File: config.mk
export PLATFORM = sky130hd
export DESIGN_NAME = ucmp_pipe
export DESIGN_NICKNAME = d
export VERILOG_FILES = /design/src/rtl/ucmp_pipe.sv
export SDC_FILE = /design/constraint.sdc
export NUM_CORES = 1
export LEC_CHECK = 0
export CORE_MARGIN = 10
export CORE_UTILIZATION = 45
export DETAILED_ROUTE_END_ITERATION = 6
export PLACE_DENSITY = 0.7
export SLEW_MARGIN = 10
export SYNTH_ARGS = -nofsm -noshare
export SYNTH_HDL_FRONTEND = slang
export SYNTH_SLANG_ARGS = --single-unit
File: constraint.sdc
create_clock -name CLK -period 2.3 [get_ports CLK]
set_input_delay 0.23 -clock CLK [delete_from_list [all_inputs] [get_ports CLK]]
set_output_delay 0.23 -clock CLK [all_outputs]
set_load 0.02 [all_outputs]
File: src/rtl/ucmp_pipe.sv
// ucmp_pipe: pipelined unsigned magnitude comparator.
// It computes I0 - I1 as a segmented subtract-with-carry chain, SEG bits per stage.
// The relation result comes from the final carry-out and an accumulated zero flag.
//
// Optional feature: define UCMP_SIGNED_EN to add the per-transaction SIGNED input.
// With SIGNED=1, relations 0-3 are evaluated as two's-complement.
//
// Ports:
//   CLK, RESET        clock and synchronous active-high reset
//   I_VALID / I_READY input handshake (I_READY depends only on O_VALID/O_READY)
//   I0, I1            minuend / subtrahend, WIDTH bits
//   MODE              0 UGE, 1 UGT, 2 ULE, 3 ULT, 4 EQ, 5 NE, 6/7 -> 0
//   SIGNED            (UCMP_SIGNED_EN only) signed evaluation of relations 0-3
//   O_VALID / O_READY output handshake
//   O, DIFF, COUT     relation result, I0-I1 mod 2^WIDTH, raw carry-out
module ucmp_pipe #(
  parameter int unsigned WIDTH = 16,
  parameter int unsigned SEG   = 4
) (
  input  logic             CLK,
  input  logic             RESET,
  input  logic             I_VALID,
  output logic             I_READY,
  input  logic [WIDTH-1:0] I0,
  input  logic [WIDTH-1:0] I1,
  input  logic [2:0]       MODE,
`ifdef UCMP_SIGNED_EN
  input  logic             SIGNED,
`endif
  output logic             O_VALID,
  input  logic             O_READY,
  output logic             O,
  output logic [WIDTH-1:0] DIFF,
  output logic             COUT
);

  localparam int unsigned STAGES = (WIDTH + SEG - 1) / SEG;
  localparam int unsigned LAST_W = WIDTH - (STAGES - 1) * SEG;

  localparam logic [2:0] MODE_UGE = 3'd0;
  localparam logic [2:0] MODE_UGT = 3'd1;
  localparam logic [2:0] MODE_ULE = 3'd2;
  localparam logic [2:0] MODE_ULT = 3'd3;
  localparam logic [2:0] MODE_EQ  = 3'd4;
  localparam logic [2:0] MODE_NE  = 3'd5;

  logic stall_c;

  // Whole pipeline freezes while the output holds an unconsumed result.
  assign stall_c = O_VALID && !O_READY;
  assign I_READY = !stall_c;

  for (genvar k = 0; k < STAGES; k++) begin : gen_stage
    localparam int unsigned LO  = k * SEG;
    localparam int unsigned W   = (k == STAGES - 1) ? LAST_W : SEG;
    localparam int unsigned RIN = WIDTH - LO;  // operand bits not yet consumed
    localparam int unsigned HI  = LO + W;      // sum bits completed after this stage

    logic [RIN-1:0] a_in;
    logic [RIN-1:0] b_in;
    logic           c_in;
    logic           z_in;
    logic           v_in;
    logic [2:0]     mode_in;
`ifdef UCMP_SIGNED_EN
    logic           sgn_in;
`endif
    logic [W:0]     sum_c;
    logic [HI-1:0]  s_d, s_q;
    logic           c_d, c_q;
    logic           z_d;
    logic           v_d, v_q;

    // Stage inputs: ports for stage 0, previous stage registers otherwise.
    if (k == 0) begin : g_src
      assign a_in    = I0;
      assign b_in    = I1;
      assign c_in    = 1'b1;
      assign z_in    = 1'b1;
      assign v_in    = I_VALID;
      assign mode_in = MODE;
`ifdef UCMP_SIGNED_EN
      assign sgn_in  = SIGNED;
`endif
      assign s_d     = sum_c[W-1:0];
    end else begin : g_src
      assign a_in    = gen_stage[k-1].g_pass.a_q;
      assign b_in    = gen_stage[k-1].g_pass.b_q;
      assign c_in    = gen_stage[k-1].c_q;
      assign z_in    = gen_stage[k-1].g_pass.z_q;
      assign v_in    = gen_stage[k-1].v_q;
      assign mode_in = gen_stage[k-1].g_pass.mode_q;
`ifdef UCMP_SIGNED_EN
      assign sgn_in  = gen_stage[k-1].g_pass.sgn_q;
`endif
      assign s_d     = {sum_c[W-1:0], gen_stage[k-1].s_q};
    end

    // Slice adder: a + ~b + carry-in.
    always_comb begin
      sum_c = {1'b0, a_in[W-1:0]} + {1'b0, ~b_in[W-1:0]} + (W+1)'(c_in);
      c_d   = sum_c[W];
      z_d   = z_in && (sum_c[W-1:0] == '0);
      v_d   = v_in;
    end

    // Payload only loads with a valid transaction, so bubbles leave it untouched.
    always_ff @(posedge CLK) begin
      if (RESET) begin
        v_q <= 1'b0;
        s_q <= '0;
        c_q <= 1'b0;
      end else if (!stall_c) begin
        v_q <= v_d;
        if (v_d) begin
          s_q <= s_d;
          c_q <= c_d;
        end
      end
    end

    // Skewed transport of the unconsumed operand bits and per-transaction side info.
    if (k < STAGES - 1) begin : g_pass
      logic [RIN-W-1:0] a_d, a_q;
      logic [RIN-W-1:0] b_d, b_q;
      logic             z_q;
      logic [2:0]       mode_q;
`ifdef UCMP_SIGNED_EN
      logic             sgn_q;
`endif

      assign a_d = a_in[RIN-1:W];
      assign b_d = b_in[RIN-1:W];

      always_ff @(posedge CLK) begin
        if (RESET) begin
          a_q    <= '0;
          b_q    <= '0;
          z_q    <= 1'b0;
          mode_q <= '0;
`ifdef UCMP_SIGNED_EN
          sgn_q  <= 1'b0;
`endif
        end else if (!stall_c && v_d) begin
          a_q    <= a_d;
          b_q    <= b_d;
          z_q    <= z_d;
          mode_q <= mode_in;
`ifdef UCMP_SIGNED_EN
          sgn_q  <= sgn_in;
`endif
        end
      end
    end

    // Relation resolved from the last slice's carry and the full zero flag.
    if (k == STAGES - 1) begin : g_res
      logic ge_c;
      logic o_d, o_q;
`ifdef UCMP_SIGNED_EN
      logic ovf_c;

      // Overflow of a + ~b: operands agree in sign but the sum does not.
      assign ovf_c = (a_in[RIN-1] == ~b_in[RIN-1]) && (sum_c[W-1] != a_in[RIN-1]);
`endif

      always_comb begin
        ge_c = c_d;
`ifdef UCMP_SIGNED_EN
        if (sgn_in) ge_c = (sum_c[W-1] == ovf_c);
`endif
        o_d = 1'b0;
        case (mode_in)
          MODE_UGE: o_d = ge_c;
          MODE_UGT: o_d = ge_c && !z_d;
          MODE_ULE: o_d = !ge_c || z_d;
          MODE_ULT: o_d = !ge_c;
          MODE_EQ:  o_d = z_d;
          MODE_NE:  o_d = !z_d;
          default:  o_d = 1'b0;
        endcase
      end

      always_ff @(posedge CLK) begin
        if (RESET) begin
          o_q <= 1'b0;
        end else if (!stall_c && v_d) begin
          o_q <= o_d;
        end
      end
    end
  end

  assign O_VALID = gen_stage[STAGES-1].v_q;
  assign DIFF    = gen_stage[STAGES-1].s_q;
  assign COUT    = gen_stage[STAGES-1].c_q;
  assign O       = gen_stage[STAGES-1].g_res.o_q;

endmodule

==> results of run 1 <==
registers in the layout (all words and copies together) (netlist names):
signal                   count
gen_stage.s_q               24
O_VALID                      1
COUT                         1
gen_stage.g_pass.mode_q      9
gen_stage.v_q                3
DIFF                        16
gen_stage.c_q                3
gen_stage.g_pass.a_q        24
gen_stage.g_pass.z_q         3
O                            1
gen_stage.g_pass.b_q        24
final cells by class:
class                           count  area (um^2)  share of cell area (%)
Sequential cell                   109         2180                    40.8
Multi-Input combinational cell    383         2040                    38.0
Timing Repair Buffer               69          671                    12.5
Tap cell                          133          166                    3.11
Clock buffer                       10          138                    2.57
Inverter                           24         90.1                    1.68
Clock inverter                      6         68.8                    1.29
timing repair:
action | 4_1_cts | 5_1_grt
hold buffers | 0 | 0
setup endpoints to repair | 1 | 1
buffers inserted | 0 | 0
cloned | 0 | 0
pin swaps | 1 | 0
gates resized for setup | 3 | 0
power by group:
| part | leakage, nW | internal (mW) | total (mW) | switching, mW |
|---|---|---|---|---|
| combinational | 0.960 | 0.181 | 0.387 | 0.206 |
| sequential | 0.888 | 1.95 | 1.99 | 0.0377 |
| clock | 0.103 | 0.541 | 1.18 | 0.634 |
cells in the mapped netlist (all sizes together) (5+ instances only):
cell	n	share of area (%)
nor2	20	1.7
o21ai	5	0.56
clkbuf	18	1.7
fa	7	3.1
dfxtp	109	49
nand2	187	16
ha	13	3.7
a21o	6	1.1
nand3	5	0.56
a21oi	101	11
buf	15	1.7
inv	24	2.0
a211oi	7	1.2
metrics by stage:
step | setup WS, ps | instances | utilization, %
after floorplan | -83.5 | 549 | -
after global placement | -122 | 718 | 52.9
after detailed placement | -198 | 718 | 52.9
after CTS | -164 | 734 | 55.0
after global routing | -241 | 734 | 55.0
final | -138 | 734 | 55.0
final timing paths:
check / slack [ps] / endpoint / from / depth (start not counted)
setup / recovery: -140 / O$_SDFFE_PP0P_ / gen_stage[2].c_q$_SDFFE_PP0P_ / 7
hold / removal: 260 / O_VALID$_SDFFE_PP0N_ / RESET / 2
setup reg to reg: -140 / O$_SDFFE_PP0P_ / gen_stage[2].c_q$_SDFFE_PP0P_ / 7
hold reg to reg: 460 / gen_stage[2].g_pass.mode_q[2]$_SDFFE_PP0P_ / gen_stage[1].g_pass.mode_q[2]$_SDFFE_PP0P_ / 2
metal layers:
| layer | global-route usage, % | vias to the layer above | share of wire, % |
|---|---|---|---|
| met3 | 4.13 | 6 | 5.7 |
| met5 | 0 | - | 0 |
| met4 | 3.85 | 0 | 0.88 |
| li1 | - | 1874 | - |
| met2 | 19.5 | 69 | 43 |
| met1 | 16.4 | 1589 | 50 |
logic make-up after synthesis:
family / count (synthesis)
muxes: 2
buffers and inverters: 57
xor gates and xnor gates: 8
and+or+nand+nor: 228
adders and majority gates: 20
AOI/OAI and AO/OA: 125
DFF: 109
==> impl_results.md, run 1 <==
- Status: complete, but fails checks
- Violated checks: setup timing
- Compound-gate portion of the synthesized area: 15.4%
- F_max: 0.410 GHz
- CTS tree: yes
- ANT nets after route: 0
- Most frequent cells in the layout: 186 x nand2_1, 107 x dfxtp_1, 100 x a21oi_1
- # IOs: 59
- Finished Cell Area: 5360 um^2
- Sequential area share after synthesis: 49.0%
- Max-Cap Viols: 0
- RSZ-0062 raised after global routing: yes
- WL final: 8820 um
- TNS Setup: -138 ps
- Worst EP required: 2560 ps
- Drt wl/cell: 12.0 um
- Total CTS buffers: 9
- Final number of setup-violating endpoints: 1
- Largest family of logic cells by synthesized area: simple AND/OR/NAND/NOR gates
- Post-synthesis simple-gate area fraction: 20.8%
- Final number of hold-violating endpoints: 0
- Commonest non-fill, non-tap cell in the layout: nand2_1
- Clock root buffer master: clkbuf_8
- Crit-path max FO: 3
- Worst-path cell chain: fa_2, fa_1, nor4b_2, nand2_1, mux2_4, mux2_4, a32o_1
- Final net count: 655
- Worst Setup End Kind: register
- Minimum clock period: 2440 ps
- Post-synthesis adder-cell area fraction: 6.80%
- Die footprint: 14300 um^2
- Grt ovf: 0
- FILL cells: 939
- Count of buffers from port buffering: 58
- PD cells: 663 nW/um^2
- Xor and xnor area share after synthesis: 1.99%
- Syn Area/Cell: 8.11 um^2
- Drt first pass iters: 4
- Cell count after synthesis: 549
- Mux share of post-synthesis cell area: 0.590%
- Placed instance area: 5140 um^2
- Max Root-Sink Buffers: 2
- Clk slew on worst S/H paths: 100 ps
- Largest stage delay, worst path: 500 ps
- Slew HR: 75.7%
- Final worst setup slack: -138 ps
- Routability cong.: 0.803
- Final Slew Violations: 0
- Num rows: 36
- Via density: 4.82
- Min Hold Slack: 258 ps
- Final Skew: 8.55 ps
- Largest net degree at the start of global routing: 39
- Number of global-route vias before repair: 3431
- Yosys warns: 0
- Clk_lat worst skew: 360 ps
- Residual DRC: 0
- First DRT Iteration DRCs: 175
- Ant diodes: 0
- Asr flop ratio synth: 0%
- Synth unique cells: 39
- Yosys reg bits: 109
- Arrival @ worst endpoint: 2700 ps
- Largest delay share family, worst path: adder cells
- Static leakage: 1.95 nW
- Syn nets: 608
- Final Cycle Share: 106%
- First-pass GRT wire length: 15400 um
- Via count: 3538
- Peak supply drop: 0.270 mV
- Power, Total: 3.55 mW
- Measured slew at the worst slew-check pin: 356 ps
- # H-tree levels: 3
- Tot GR Track Use: 12.6%
- Sinks on Clock Net: 109
- Initial antenna violation count: 0
- DPL Wire Length: 6580 um
- Number of flops mapped to enable cells by yosys: 0
- Most used cell, CP: mux2_4
- Area Growth Syn to Fin: 20.2%
- DIE HEIGHT: 119 um
- Core ar.: 9730 um^2
- Chip Width: 119 um
- CP max stage cell: fa_1
- CP Launch Type: register
- Primary flip-flop cell chosen by synthesis mapping: dfxtp_1
- Share of layout cells above drive strength 1: 6.82%
- Critical path start-end classification: register to register
- HP Class: input port to register
- Initial Util: 45.8%
- Post-Syn Area: 4450 um^2
- Crit path buf inv count: 0
Note: power is estimated with default switching activity, not from simulation.
==> inputs of run 2 (changes only) <==
--- a/config.mk
+++ b/config.mk
@@ -9,7 +9,7 @@
 export CORE_UTILIZATION = 45
 export DETAILED_ROUTE_END_ITERATION = 6
 export PLACE_DENSITY = 0.7
-export SLEW_MARGIN = 10
+export SLEW_MARGIN = 0
 export SYNTH_ARGS = -nofsm -noshare
 export SYNTH_HDL_FRONTEND = slang
 export SYNTH_SLANG_ARGS = --single-unit
==> results of run 2 <==
No change in the layout: final DEF, timing and power equal those of run 1.
==> inputs of run 3 (changes only) <==
--- a/config.mk
+++ b/config.mk
@@ -6,9 +6,10 @@
 export NUM_CORES = 1
 export LEC_CHECK = 0
 export CORE_MARGIN = 10
-export CORE_UTILIZATION = 45
+export CORE_UTILIZATION = 47
 export DETAILED_ROUTE_END_ITERATION = 6
-export PLACE_DENSITY = 0.7
+export PLACE_DENSITY = 0.83
+export SETUP_SLACK_MARGIN = 0.02
 export SLEW_MARGIN = 0
 export SYNTH_ARGS = -nofsm -noshare
 export SYNTH_HDL_FRONTEND = slang
==> run 3 against run 2 <==
  * The flow still finishes with violations (setup timing)
  * Critical path depth did not move
  * Register-to-register slack worse by 30 ps
  * Sequential power about the same
  * Highest routed layer unchanged
  * Combinational power grew 3%
==> impl_results.md, run 3 (synthesized netlist as in run 1, its figures left out) <==
- F_max: 0.406 GHz (-1.1%)
- # H-tree levels: 3 (unchanged)
- Drt wl/cell: 12.9 um (+7.1%)
- WL final: 9390 um (+6.5%)
- Num rows: 35 (-2.8%)
- Routability cong.: 0.785 (-2.3%)
- Area Growth Syn to Fin: 20.6%
- FILL cells: 805 (-14%)
- Via density: 4.97 (+3.2%)
- Drt first pass iters: 4 (unchanged)
- Final number of hold-violating endpoints: 0 (unchanged)
- Largest stage delay, worst path: 490 ps (about the same)
- Crit-path max FO: 3 (unchanged)
- Final worst setup slack: -165 ps (-26.9 ps)
- Layout Cells excl Fill: 730 (-0.54%)
- Min Hold Slack: 246 ps (-11.6 ps)
- Finished Cell Area: 5370 um^2 (+0.33%)
- Critical path start-end classification: register to register
- Final Cycle Share: 107% (+1.2 points)
- PD cells: 668 nW/um^2 (+0.76%)
- Sinks on Clock Net: 109 (unchanged)
- Status: complete, but fails checks
- Peak supply drop: 0.305 mV (+13%)
- Clock root buffer master: clkbuf_8
- DIE HEIGHT: 117 um (-1.8%)
- Measured slew at the worst slew-check pin: 389 ps (+33.2 ps)
- First-pass GRT wire length: 16400 um (+6.5%)
- Worst Setup End Kind: register
- CP Launch Type: register
- Chip Width: 117 um (-1.8%)
- Crit path buf inv count: 0 (unchanged)
- TNS Setup: -165 ps (-26.9 ps)
- Worst-path cell chain: fa_2, fa_2, nor4b_2, nand2_1, mux2_4, mux2_4, a32o_1
- Commonest non-fill, non-tap cell in the layout: nand2_1
- RSZ-0062 raised after global routing: yes
- Max Root-Sink Buffers: 2 (unchanged)
- Total CTS buffers: 9 (unchanged)
- CP max stage cell: fa_2
- Placed instance area: 5140 um^2 (about the same)
- Power, Total: 3.59 mW (+1.1%)
- Residual DRC: 0 (unchanged)
- Core ar.: 9240 um^2 (-5.0%)
- Worst EP required: 2570 ps (about the same)
- Largest delay share family, worst path: adder cells
- Minimum clock period: 2460 ps (+26.9 ps)
- DPL Wire Length: 6800 um (+3.3%)
- Grt ovf: 0 (unchanged)
- Share of layout cells above drive strength 1: 7.32% (+0.50 points)
- CTS tree: yes
- Clk slew on worst S/H paths: 110 ps (about the same)
- Final Slew Violations: 0 (unchanged)
- Placed instance count: 713 (-0.70%)
- Number of global-route vias before repair: 3671 (+7.0%)
- Violated checks: setup timing
- Final net count: 655 (unchanged)
- Final number of setup-violating endpoints: 1 (unchanged)
- Final Skew: 9.98 ps (+1.43 ps)
- Via count: 3631 (+2.6%)
- Static leakage: 1.96 nW (+0.61%)
- Initial Util: 48.2% (+2.4 points)
- Largest net degree at the start of global routing: 39 (unchanged)
- Ant diodes: 0 (unchanged)
- First DRT Iteration DRCs: 211 (+21%)
- Tot GR Track Use: 13.7% (+1.1 points)
- Arrival @ worst endpoint: 2730 ps (+30 ps)
- Final core utilization: 58.1% (+3.1 points)
- Regs by FF count: gen_stage.g_pass.a_q: 24 flops, gen_stage.g_pass.b_q: 24 flops, gen_stage.s_q: 24 flops
- Initial antenna violation count: 0 (unchanged)
- Count of buffers from port buffering: 58 (unchanged)
- ANT nets after route: 0 (unchanged)
- # IOs: 59 (unchanged)
- Max-Cap Viols: 0 (unchanged)
- Die footprint: 13800 um^2 (-3.6%)
- DP Worst Slack: -196 ps (+1.31 ps)
- HP Class: input port to register
- Most frequent cells in the layout: 186 x nand2_1, 107 x dfxtp_1, 100 x a21oi_1
- Clk_lat worst skew: 370 ps (about the same)
- Slew HR: 74.0% (-1.7 points)
## run 3: changes by cell type in the layout (fill, tap and decap cells not counted)
cell        delta
a2111oi_0      -1
a2111oi_2      +1
buf_12         +1
buf_2          -1
clkbuf_8       -1
clkinv_4       +1
clkinvlp_4     -1
fa_1           -1
fa_2           +1
inv_1          -1
inv_2          +1
inv_8          +1
## run 3: cell type report
type	count	area [um^2]	share of cell area, %
clock buffer	9	124	2.31
clock inverter	7	81.3	1.51
inverter	24	90.1	1.68
multi-input combinational	383	2050	38.1
sequential	109	2180	40.7
tap	129	161	3.00
timing repair buffer	69	686	12.8
## run 3: report_power, final
group	switching (mW)	total (mW)	leakage (nW)	internal [mW]
registers	0.0384	1.99	0.888	1.95
clock network	0.680	1.20	0.106	0.522
logic	0.211	0.398	0.969	0.186
## run 3: worst paths after layout
kind,startpoint,end,slack [ps],depth (start not counted)
max,gen_stage[2].c_q$_SDFFE_PP0P_,O$_SDFFE_PP0P_,-160,7
min reg2reg,gen_stage[0].g_pass.b_q[5]$_SDFFE_PP0P_,gen_stage[1].g_pass.b_q[1]$_SDFFE_PP0P_,450,2
max reg2reg,gen_stage[2].c_q$_SDFFE_PP0P_,O$_SDFFE_PP0P_,-160,7
min,RESET,gen_stage[1].s_q[6]$_SDFFE_PP0P_,250,2
## run 3: worst reg2reg max path, cell delays in order (launching register included)
cell and delay [ps]:
dfxtp_2 350, fa_2 410, fa_2 490, nor4b_2 270, nand2_1 70, mux2_4 260, mux2_4 290, a32o_1 210
## run 3: repair_timing
item	CTS	global route
setup buffers	1	0
hold buffers	0	0
endpoints found under the setup margin	1	1
resized for setup	4	3
pin swaps	1	2
cloned	0	0
## run 3: layer usage
metal	track usage, %	vias up	wire length [um]
met4	6.10	0	163
met2	23.3	84	4490
met5	0.735	-	0
met1	16.0	1659	4340
li1	-	1874	-
met3	3.12	14	406
